[src/rtl/mb8_arb_pkg.sv]
// mb8_arb_pkg: shared arbiter state type and default sizing constants
//   N_DEF         number of requesters
//   DSZ_DEF       data width
//   ASZ_DEF       address width (128K block)
//   BURST_MAX_DEF accesses per grant before a waiting requester preempts
package mb8_arb_pkg;
  localparam int N_DEF = 3;
  localparam int DSZ_DEF = 8;
  localparam int ASZ_DEF = 17;
  localparam int BURST_MAX_DEF = 16;
  typedef enum logic {ARB_IDLE, ARB_OWN} arb_sts;
endpackage

[src/rtl/mb8_arb_rr_pick.sv]
// rr_pick: combinational round-robin selector
//   req_i  request vector
//   last_i index of the previous winner; search starts at last_i+1 (mod N)
//   win_o  one-hot winner, all-zero when nothing requests
//   vld_o  any request present
module rr_pick
  import mb8_arb_pkg::*;
#(
  parameter int N = N_DEF,
  parameter int LW = $clog2(N)
) (
  input  logic [N-1:0]  req_i,
  input  logic [LW-1:0] last_i,
  output logic [N-1:0]  win_o,
  output logic          vld_o
);
  logic [LW-1:0] idx;
  // Scan from farthest to nearest so the nearest requester after last_i wins.
  always_comb begin
    win_o = '0;
    idx = '0;
    for (int k = N; k >= 1; k--) begin
      idx = LW'((int'(last_i) + k) % N);
      win_o = req_i[idx] ? N'(1) << idx : win_o;
    end
  end
  assign vld_o = |req_i;
endmodule

[src/rtl/mb8_arb.sv]
// mb8_arb: round-robin arbiter sharing one 8-bit memory block between N requesters
//   clk, rst_n          clock, asynchronous active-low reset
//   req, lock, we       per-requester request, burst lock, write select
//   ai, vi              per-requester address and write data
//   gnt                 registered one-hot grant (zero when idle)
//   vld, vo             per-requester read-valid strobe and broadcast read data
//   mem_we/ai/vo/vi     memory master port (combinational from owner's inputs)
module mb8_arb
  import mb8_arb_pkg::*;
#(
  parameter int N = N_DEF,
  parameter int DSZ = DSZ_DEF,
  parameter int ASZ = ASZ_DEF,
  parameter int BURST_MAX = BURST_MAX_DEF
) (
  input  logic                    clk,
  input  logic                    rst_n,
  input  logic [N-1:0]            req,
  input  logic [N-1:0]            lock,
  input  logic [N-1:0]            we,
  input  logic [N-1:0][ASZ-1:0]   ai,
  input  logic [N-1:0][DSZ-1:0]   vi,
  output logic [N-1:0]            gnt,
  output logic [N-1:0]            vld,
  output logic [DSZ-1:0]          vo,
  output logic                    mem_we,
  output logic [ASZ-1:0]          mem_ai,
  output logic [DSZ-1:0]          mem_vo,
  input  logic [DSZ-1:0]          mem_vi
);
  localparam int LW = $clog2(N);
  localparam int BW = $clog2(BURST_MAX) + 1;
  arb_sts state_q, state_d;
  logic [N-1:0] gnt_q, gnt_d, pick_req, pick_oh;
  logic [LW-1:0] own_q, own_d, last_q, last_d, rd_own_q, win_idx;
  logic [BW-1:0] bcnt_q, bcnt_d;
  logic [DSZ-1:0] vo_q;
  logic rd_q, pick_v, acc, rel, cap, chg;
  // While owning, only the other requesters compete for the next grant.
  assign pick_req = state_q == ARB_OWN ? req & ~gnt_q : req;
  rr_pick #(.N(N), .LW(LW)) u_pick (
    .req_i (pick_req),
    .last_i(last_q),
    .win_o (pick_oh),
    .vld_o (pick_v)
  );
  always_comb begin
    win_idx = '0;
    for (int i = 0; i < N; i++) win_idx = pick_oh[i] ? LW'(i) : win_idx;
  end
  assign acc = state_q == ARB_OWN && req[own_q];
  assign rel = !req[own_q] && !lock[own_q];
  // The access that brings the count to BURST_MAX (or any access once saturated).
  assign cap = acc && bcnt_q >= BW'(BURST_MAX - 1);
  assign chg = state_q == ARB_IDLE ? pick_v : rel || (cap && pick_v);
  always_comb begin
    state_d = chg ? (pick_v ? ARB_OWN : ARB_IDLE) : state_q;
    gnt_d = chg ? (pick_v ? pick_oh : '0) : gnt_q;
    own_d = chg ? (pick_v ? win_idx : '0) : own_q;
    last_d = chg && pick_v ? win_idx : last_q;
    bcnt_d = chg ? '0 : (acc && bcnt_q != BW'(BURST_MAX)) ? bcnt_q + 1'b1 : bcnt_q;
  end
  always_ff @(posedge clk or negedge rst_n) begin
    if (!rst_n) begin
      state_q <= ARB_IDLE;
      gnt_q <= '0;
      own_q <= '0;
      last_q <= LW'(N - 1);
      bcnt_q <= '0;
      rd_q <= 1'b0;
      rd_own_q <= '0;
      vo_q <= '0;
    end else begin
      state_q <= state_d;
      gnt_q <= gnt_d;
      own_q <= own_d;
      last_q <= last_d;
      bcnt_q <= bcnt_d;
      rd_q <= acc && !we[own_q];
      rd_own_q <= own_q;
      vo_q <= vo;
    end
  end
  assign gnt = gnt_q;
  assign mem_we = acc && we[own_q];
  assign mem_ai = state_q == ARB_OWN ? ai[own_q] : '0;
  assign mem_vo = state_q == ARB_OWN ? vi[own_q] : '0;
  // Read return is steered by the owner captured with the access, not the live grant.
  assign vld = rd_q ? N'(1) << rd_own_q : '0;
  assign vo = rd_q ? mem_vi : vo_q;
endmodule
[config.mk]
export PLATFORM = sky130hd
export DESIGN_NAME = mb8_arb
export DESIGN_NICKNAME = d
export VERILOG_FILES = /design/src/rtl/mb8_arb_pkg.sv /design/src/rtl/mb8_arb_rr_pick.sv /design/src/rtl/mb8_arb.sv
export SDC_FILE = /design/constraint.sdc
export NUM_CORES = 1
export LEC_CHECK = 0
export ABC_AREA = 1
export BUFFER_PORTS_ARGS = -buffer_cell sky130_fd_sc_hd__buf_4
export CAP_MARGIN = 30
export CORE_MARGIN = 4
export CORE_UTILIZATION = 43
export DETAILED_ROUTE_END_ITERATION = 8
export PLACE_DENSITY = 0.81
export SLEW_MARGIN = 5
export SYNTH_ARGS = -nofsm -noshare
export SYNTH_HDL_FRONTEND = slang
export SYNTH_SLANG_ARGS = --single-unit
[constraint.sdc]
create_clock -name clk -period 2.38 [get_ports clk]
set_clock_uncertainty 0.15 [all_clocks]
set_input_delay 0.357 -clock clk [delete_from_list [all_inputs] [get_ports clk]]
set_output_delay 0.357 -clock clk [all_outputs]
set_load 0.005 [all_outputs]
## After elaboration in Yosys (flattened, before gate mapping)

Cells that the tools add are included.

- Bits of input ports: 94
- Logic and storage cells: 73
- Output and inout bits: 40
- Flip-flop bits (word level): 24

- Eq/ne operators: 1
- Add/sub/neg operators: 4
- Reductions and logical operators: 14
- Bitwise logic cells: 2
- Shifts and indexed selects: 4
- $lt $le $gt $ge: 5
- Multiplexer cells: 32
- Div/mod/pow operators: 3

Operator list:

| kind | number |
|---|---|
| $mod A32 B3 Y32 const B | 3 |
| $bmux W17 S2 | 1 |
| $mux W17 | 2 |
| $mux W8 | 3 |
| $mux W3 | 6 |
| $bmux W8 S2 | 1 |
| $bmux W1 S2 | 6 |
| $lt A2 B3 Y1 const B | 4 |
| $shl A1 B2 Y3 const A | 4 |
| $mux W5 | 2 |
| $mux W1 | 9 |
| $logic_and A1 B1 Y1 | 8 |
| $add A2 B2 Y3 const B | 2 |
| $add A5 B1 Y5 const B | 1 |
| $ge A5 B4 Y1 const B | 1 |
| $ne A5 B5 Y1 const B | 1 |
| $mux W2 | 2 |
| $add A2 B1 Y3 const B | 1 |
| $and A3 B3 Y3 | 1 |
| $logic_not A1 Y1 | 3 |
| $not A3 Y3 | 1 |
| $reduce_or A3 Y1 | 1 |
| $reduce_bool A2 Y1 | 1 |
| $logic_or A1 B1 Y1 | 1 |

## Logic depth before layout (Yosys ltp)

- Word-level depth: 11
- Gate-level depth with buffers: 13
- Mapped depth without buffers: 13

## Hierarchy

From an unflattened synthesis, not the netlist that was laid out.

- Cell total of the unflattened synthesis: 342
- Area total of the unflattened synthesis: 2,069.5 sq um

By module, submodules not included:

| module | area each (sq um) | cells an instance | sequential area each (sq um) | times used |
|---|---|---|---|---|
| mb8_arb | 1,813.0 | 293 | 576.8 | 1 |
| rr_pick | 256.5 | 49 | 0.0 | 1 |

## Least setup slack after synthesis

OpenSTA, ideal clock, no wires.

- Path type: register -> register
- Start: register bcnt_q[1]
- End: register gnt_q[0], in the netlist gnt[0]
- Clock period less this slack: 1.721 ns
- Stages on the path, launching flop included: 13
- Arrival time: 1.451 ns
- Buffers on the path: 0
- Required time: 2.110 ns
- Setup slack: 0.659 ns
- Library setup time: 0.120 ns
- Path through: dfrtp_1 ha_1 inv_1 nor3_1 ha_1 nor2_1 nand2_1 nand2_1 nand2_2 o21bai_2 nor2_1 o21ai_1 nand2_1

- Longest elaborated chain between the ends: 5

Ends and longest elaborated chain:

| what | line | source |
|---|---|---|
| start, declared | mb8_arb.sv:36 | `logic [BW-1:0] bcnt_q, bcnt_d;` |
| start signal, assigned | mb8_arb.sv:78 | `bcnt_q <= bcnt_d;` |
| $ge A5 B4 Y1 | mb8_arb.sv:54 | `assign cap = acc && bcnt_q >= BW'(BURST_MAX - 1);` |
| $logic_and A1 B1 Y1 | mb8_arb.sv:54 |  |
| $logic_and A1 B1 Y1 | mb8_arb.sv:55 | `assign chg = state_q == ARB_IDLE ? pick_v : rel \|\| (cap && pick_v);` |
| $logic_or A1 B1 Y1 | mb8_arb.sv:55 |  |
| $mux W1 | mb8_arb.sv:55 |  |
| end signal, assigned | mb8_arb.sv:75 | `gnt_q <= gnt_d;` |
| end, declared | mb8_arb.sv:34 | `logic [N-1:0] gnt_q, gnt_d, pick_req, pick_oh;` |

Every way passes these cells.
A chain may end at the register's enable or synchronous reset.

## Worst setup path after layout

- Start: register state_q
- End: output port mem_we

- Longest elaborated chain between the ends: 2

Ends and longest elaborated chain:

| what | line | source |
|---|---|---|
| start, declared | mb8_arb.sv:33 | `arb_sts state_q, state_d;` |
| start signal, assigned | mb8_arb.sv:74 | `state_q <= state_d;` |
| $logic_and A1 B1 Y1 | mb8_arb.sv:51 | `assign acc = state_q == ARB_OWN && req[own_q];` |
| $logic_and A1 B1 Y1 | mb8_arb.sv:85 | `assign mem_we = acc && we[own_q];` |
| end, declared | mb8_arb.sv:26 | `output logic mem_we,` |

Every way passes these cells.

==> flow_summary.ini <==
[floorplan]
dieHeight_um = 77.7
row_count = 25
initial_core_util_pct = 44.2
die_area_mm2 = 0.00603
die_w_um = 77.7
core_area_mm2 = 0.00472
io_pins = 134

[pwr]
switching_share_pct = 47.3
p_sw_mw = 1.59
pwr-share-clk_pct = 7.3
cellPowerDensity_mw_per_mm2 = 1050
irDropWorstVdd_v = 0.000461
p_leak_nw = 1.68
power_frac_comb_pct = 72.4
p_seq_share_pct = 20.3
p_int_mw = 1.77

[setup_path]
rr_worst_depth = 12
criticalPathCategory = reg2out
critPathSlowestCell = dfrtp_1
worstSetupStartpointType = flip-flop
critPathMaxStageDelay_ns = 0.57
rrSetupSlack_ns = 0.49
cp_cell_sequence = inv_2 -> a21oi_4 -> inv_1 -> nor2_1 -> buf_4
worstPathRequired_ns = 1.87
worst_r2r_endpoint = gnt[0]
end_kind = primary output
cp_num_cells = 5
crit_arrival_ns = 1.67
r2r_start = bcnt_q[1]
crit_buf_inv = 3
startpoint = state_q
endpoint = mem_we
worst_path_dominant_cell_family = flip-flops
cp_max_fo = 27

[sta]
fin_hold_ws_ns = 0.171
drv_slew = 0
period_share_pct = 91.5
max_freq_mhz = 459
rsz0062_at_grt = no
worst_pin_slew_ns = 0.527
slew_headroom_pct = 64.8
min_period_ns = 2.18
fin_setup_tns_ns = 0
timing.final.ws_setup_ns = 0.202
setup_violations = 0
finalHoldViolCount = 0

[global_routing]
grt_pass1_wl_mm = 11.4
grt_pass1_vias = 2555
antenna_found_initial = 0
grt_start_max_net_pins = 29
grt_usage_pct = 22.5
overflow = 0

[clock_network]
post_cts_buffers = 0
cts_buffer_depth = 2
cts_tree = yes
clock_sinks = 23
htree_levels = 1
cts-root-buf = clkbuf_8
path_clk_slew_ns = 0.08
clkLatencyLatePin_ns = 0.27
cts-buffers-inserted = 3

[yosys]
synth_area_mm2 = 0.00209
synth.distinct_cells = 34
ys_seq_area_share_pct = 27.6
synth_area_leaders = dfrtp_1 26%, nand2_1 16%, nor2_1 11%
yosysTopAreaCell = dfrtp_1
synth_top_cell_area_share_pct = 26.4
syn_avg_cell_area_um2 = 6.34
ys_warn_count = 0
syn_nets = 430
synthCells = 329
synth-seq-cells = 23

[place]
place_ws_ns = 0.488
gp_congestion = 0.937
post-dp-hpwl_mm = 5.35
portBuffers = 133

[routing]
detail-route-antenna-nets = 0
dr.first_iter.drc_count = 125
dr.pass1.iters = 4
wl_per_cell_um = 12.7
via_per_inst = 4.89
wl_mm = 6.66
drc_errors = 0
via_count = 2557

[hold_path]
hold_class = in2reg

[run_status]
outcome = complete, no violations

[layout]
drive_gt1_share_pct = 38.4
final_common_cell = buf_4
final_net_count = 558
final_cell_mix = 137 x buf_4, 88 x nand2_1, 62 x nor2_1
antennaDiodeCount = 0
synthToLayoutAreaGrowth_pct = 52.4

[job]
drv_cap = 0
==> cells in the mapped netlist <==
| cell type | count |
|---|---|
| clkinv_1 | 2 |
| nand3_4 | 1 |
| or2_2 | 2 |
| buf_2 | 3 |
| buf_4 | 2 |
| a21boi_4 | 1 |
| nand3_1 | 10 |
| inv_2 | 5 |
| inv_1 | 22 |
| nor3b_2 | 3 |
| nor2_4 | 1 |
| clkbuf_1 | 9 |
| nor3b_1 | 1 |
| nand3_2 | 3 |
| nor3_2 | 1 |
| a32oi_1 | 1 |
| a21oi_4 | 1 |
| nand2_4 | 2 |
| o21bai_2 | 1 |
| nand2_2 | 7 |
| a21oi_1 | 29 |
| a21oi_2 | 2 |
| o21ai_0 | 28 |
| o31ai_4 | 1 |
| o21ai_1 | 3 |
| nand2_1 | 88 |
| ha_1 | 7 |
| nor2_1 | 62 |
| buf_6 | 1 |
| nand4_1 | 1 |
| dfstp_2 | 1 |
| dfrtp_1 | 22 |
| nor2_2 | 2 |
| nor3_1 | 4 |
==> routing by layer <==
metal / GRT usage [%] / part of all wire, %
met5: 0 / 0
met4: 6.05 / 1.1
met3: 5.34 / 8.6
met2: 40.4 / 50
met1: 26.6 / 40
==> power groups by stage <==
stage          logic (mW)  registers [mW]  clock network (mW)
2_1_floorplan        1.49           0.641                   0
4_1_cts              2.45           0.679               0.251
3_5_place_dp         2.44           0.685                   0
3_3_place_gp         2.40           0.682                   0
5_1_grt              2.73           0.702               0.268
6_report             2.43           0.679               0.245
==> area by class of cell <==
| type | instances | area, µm² |
|---|---|---|
| timing repair buffer | 138 | 1040 |
| fill | 422 | 1540 |
| inverter | 29 | 109 |
| multi-input combinational | 262 | 1330 |
| tap | 67 | 83.8 |
| clock inverter | 1 | 5.00 |
| clock buffer | 3 | 41.3 |
| sequential | 23 | 577 |
==> flip-flops by register name, summed over array words and instances, names as in the netlist <==
name      count
state_q       1
gnt           3
vo_q          8
bcnt_q        5
last_q        2
own_q         1
rd_q          1
rd_own_q      2
==> worst min-delay path by stage <==
stage                     startpoint  depth (start not counted)        end
after floorplan                rst_n                          0  bcnt_q[0]
after global placement         rst_n                          1    vo_q[2]
after detailed placement       rst_n                          1       rd_q
after CTS                  mem_vi[1]                          3    vo_q[1]
after global routing       mem_vi[5]                          3    vo_q[5]
final                      mem_vi[1]                          3    vo_q[1]
==> kinds of logic after synthesis <==
| family | Yosys count | share of synthesized area [%] |
|---|---|---|
| and+or+nand+nor | 188 | 40.5 |
| AOI/OAI and AO/OA | 67 | 18.9 |
| buffers and inverters | 44 | 8.81 |
| DFF | 23 | 27.6 |
| adders and majority gates | 7 | 4.20 |
==> worst reg2reg max path, stage by stage, from the launching register on <==
cell	delay (ns)
dfrtp_1	0.41
ha_1	0.18
inv_1	0.10
nor3_1	0.06
ha_1	0.18
nor2_1	0.08
nand2_1	0.05
nand2_1	0.07
nand2_2	0.08
o21bai_2	0.21
nor2_1	0.06
o21ai_1	0.08
nand2_1	0.06
==> per-stage QoR <==
| stage | instance area, µm² | std cells | util (%) | total power, mW |
|---|---|---|---|---|
| floorplan | 2090 | 329 | - | 2.13 |
| CTS | 3180 | 523 | 67.3 | 3.38 |
| finish | 3180 | 523 | 67.3 | 3.35 |
| detailed placement | 3120 | 518 | 66.1 | 3.13 |
| global placement | 3120 | 518 | 66.1 | 3.08 |
| global route | 3180 | 523 | 67.3 | 3.70 |
==> timing repair <==
| action | in CTS | in global routing |
|---|---|---|
| hold endpoints to repair | 22 | 0 |
| resized for setup | 0 | 0 |
| hold buffers | 1 | 0 |
Power figures use the tool's default switching activity.
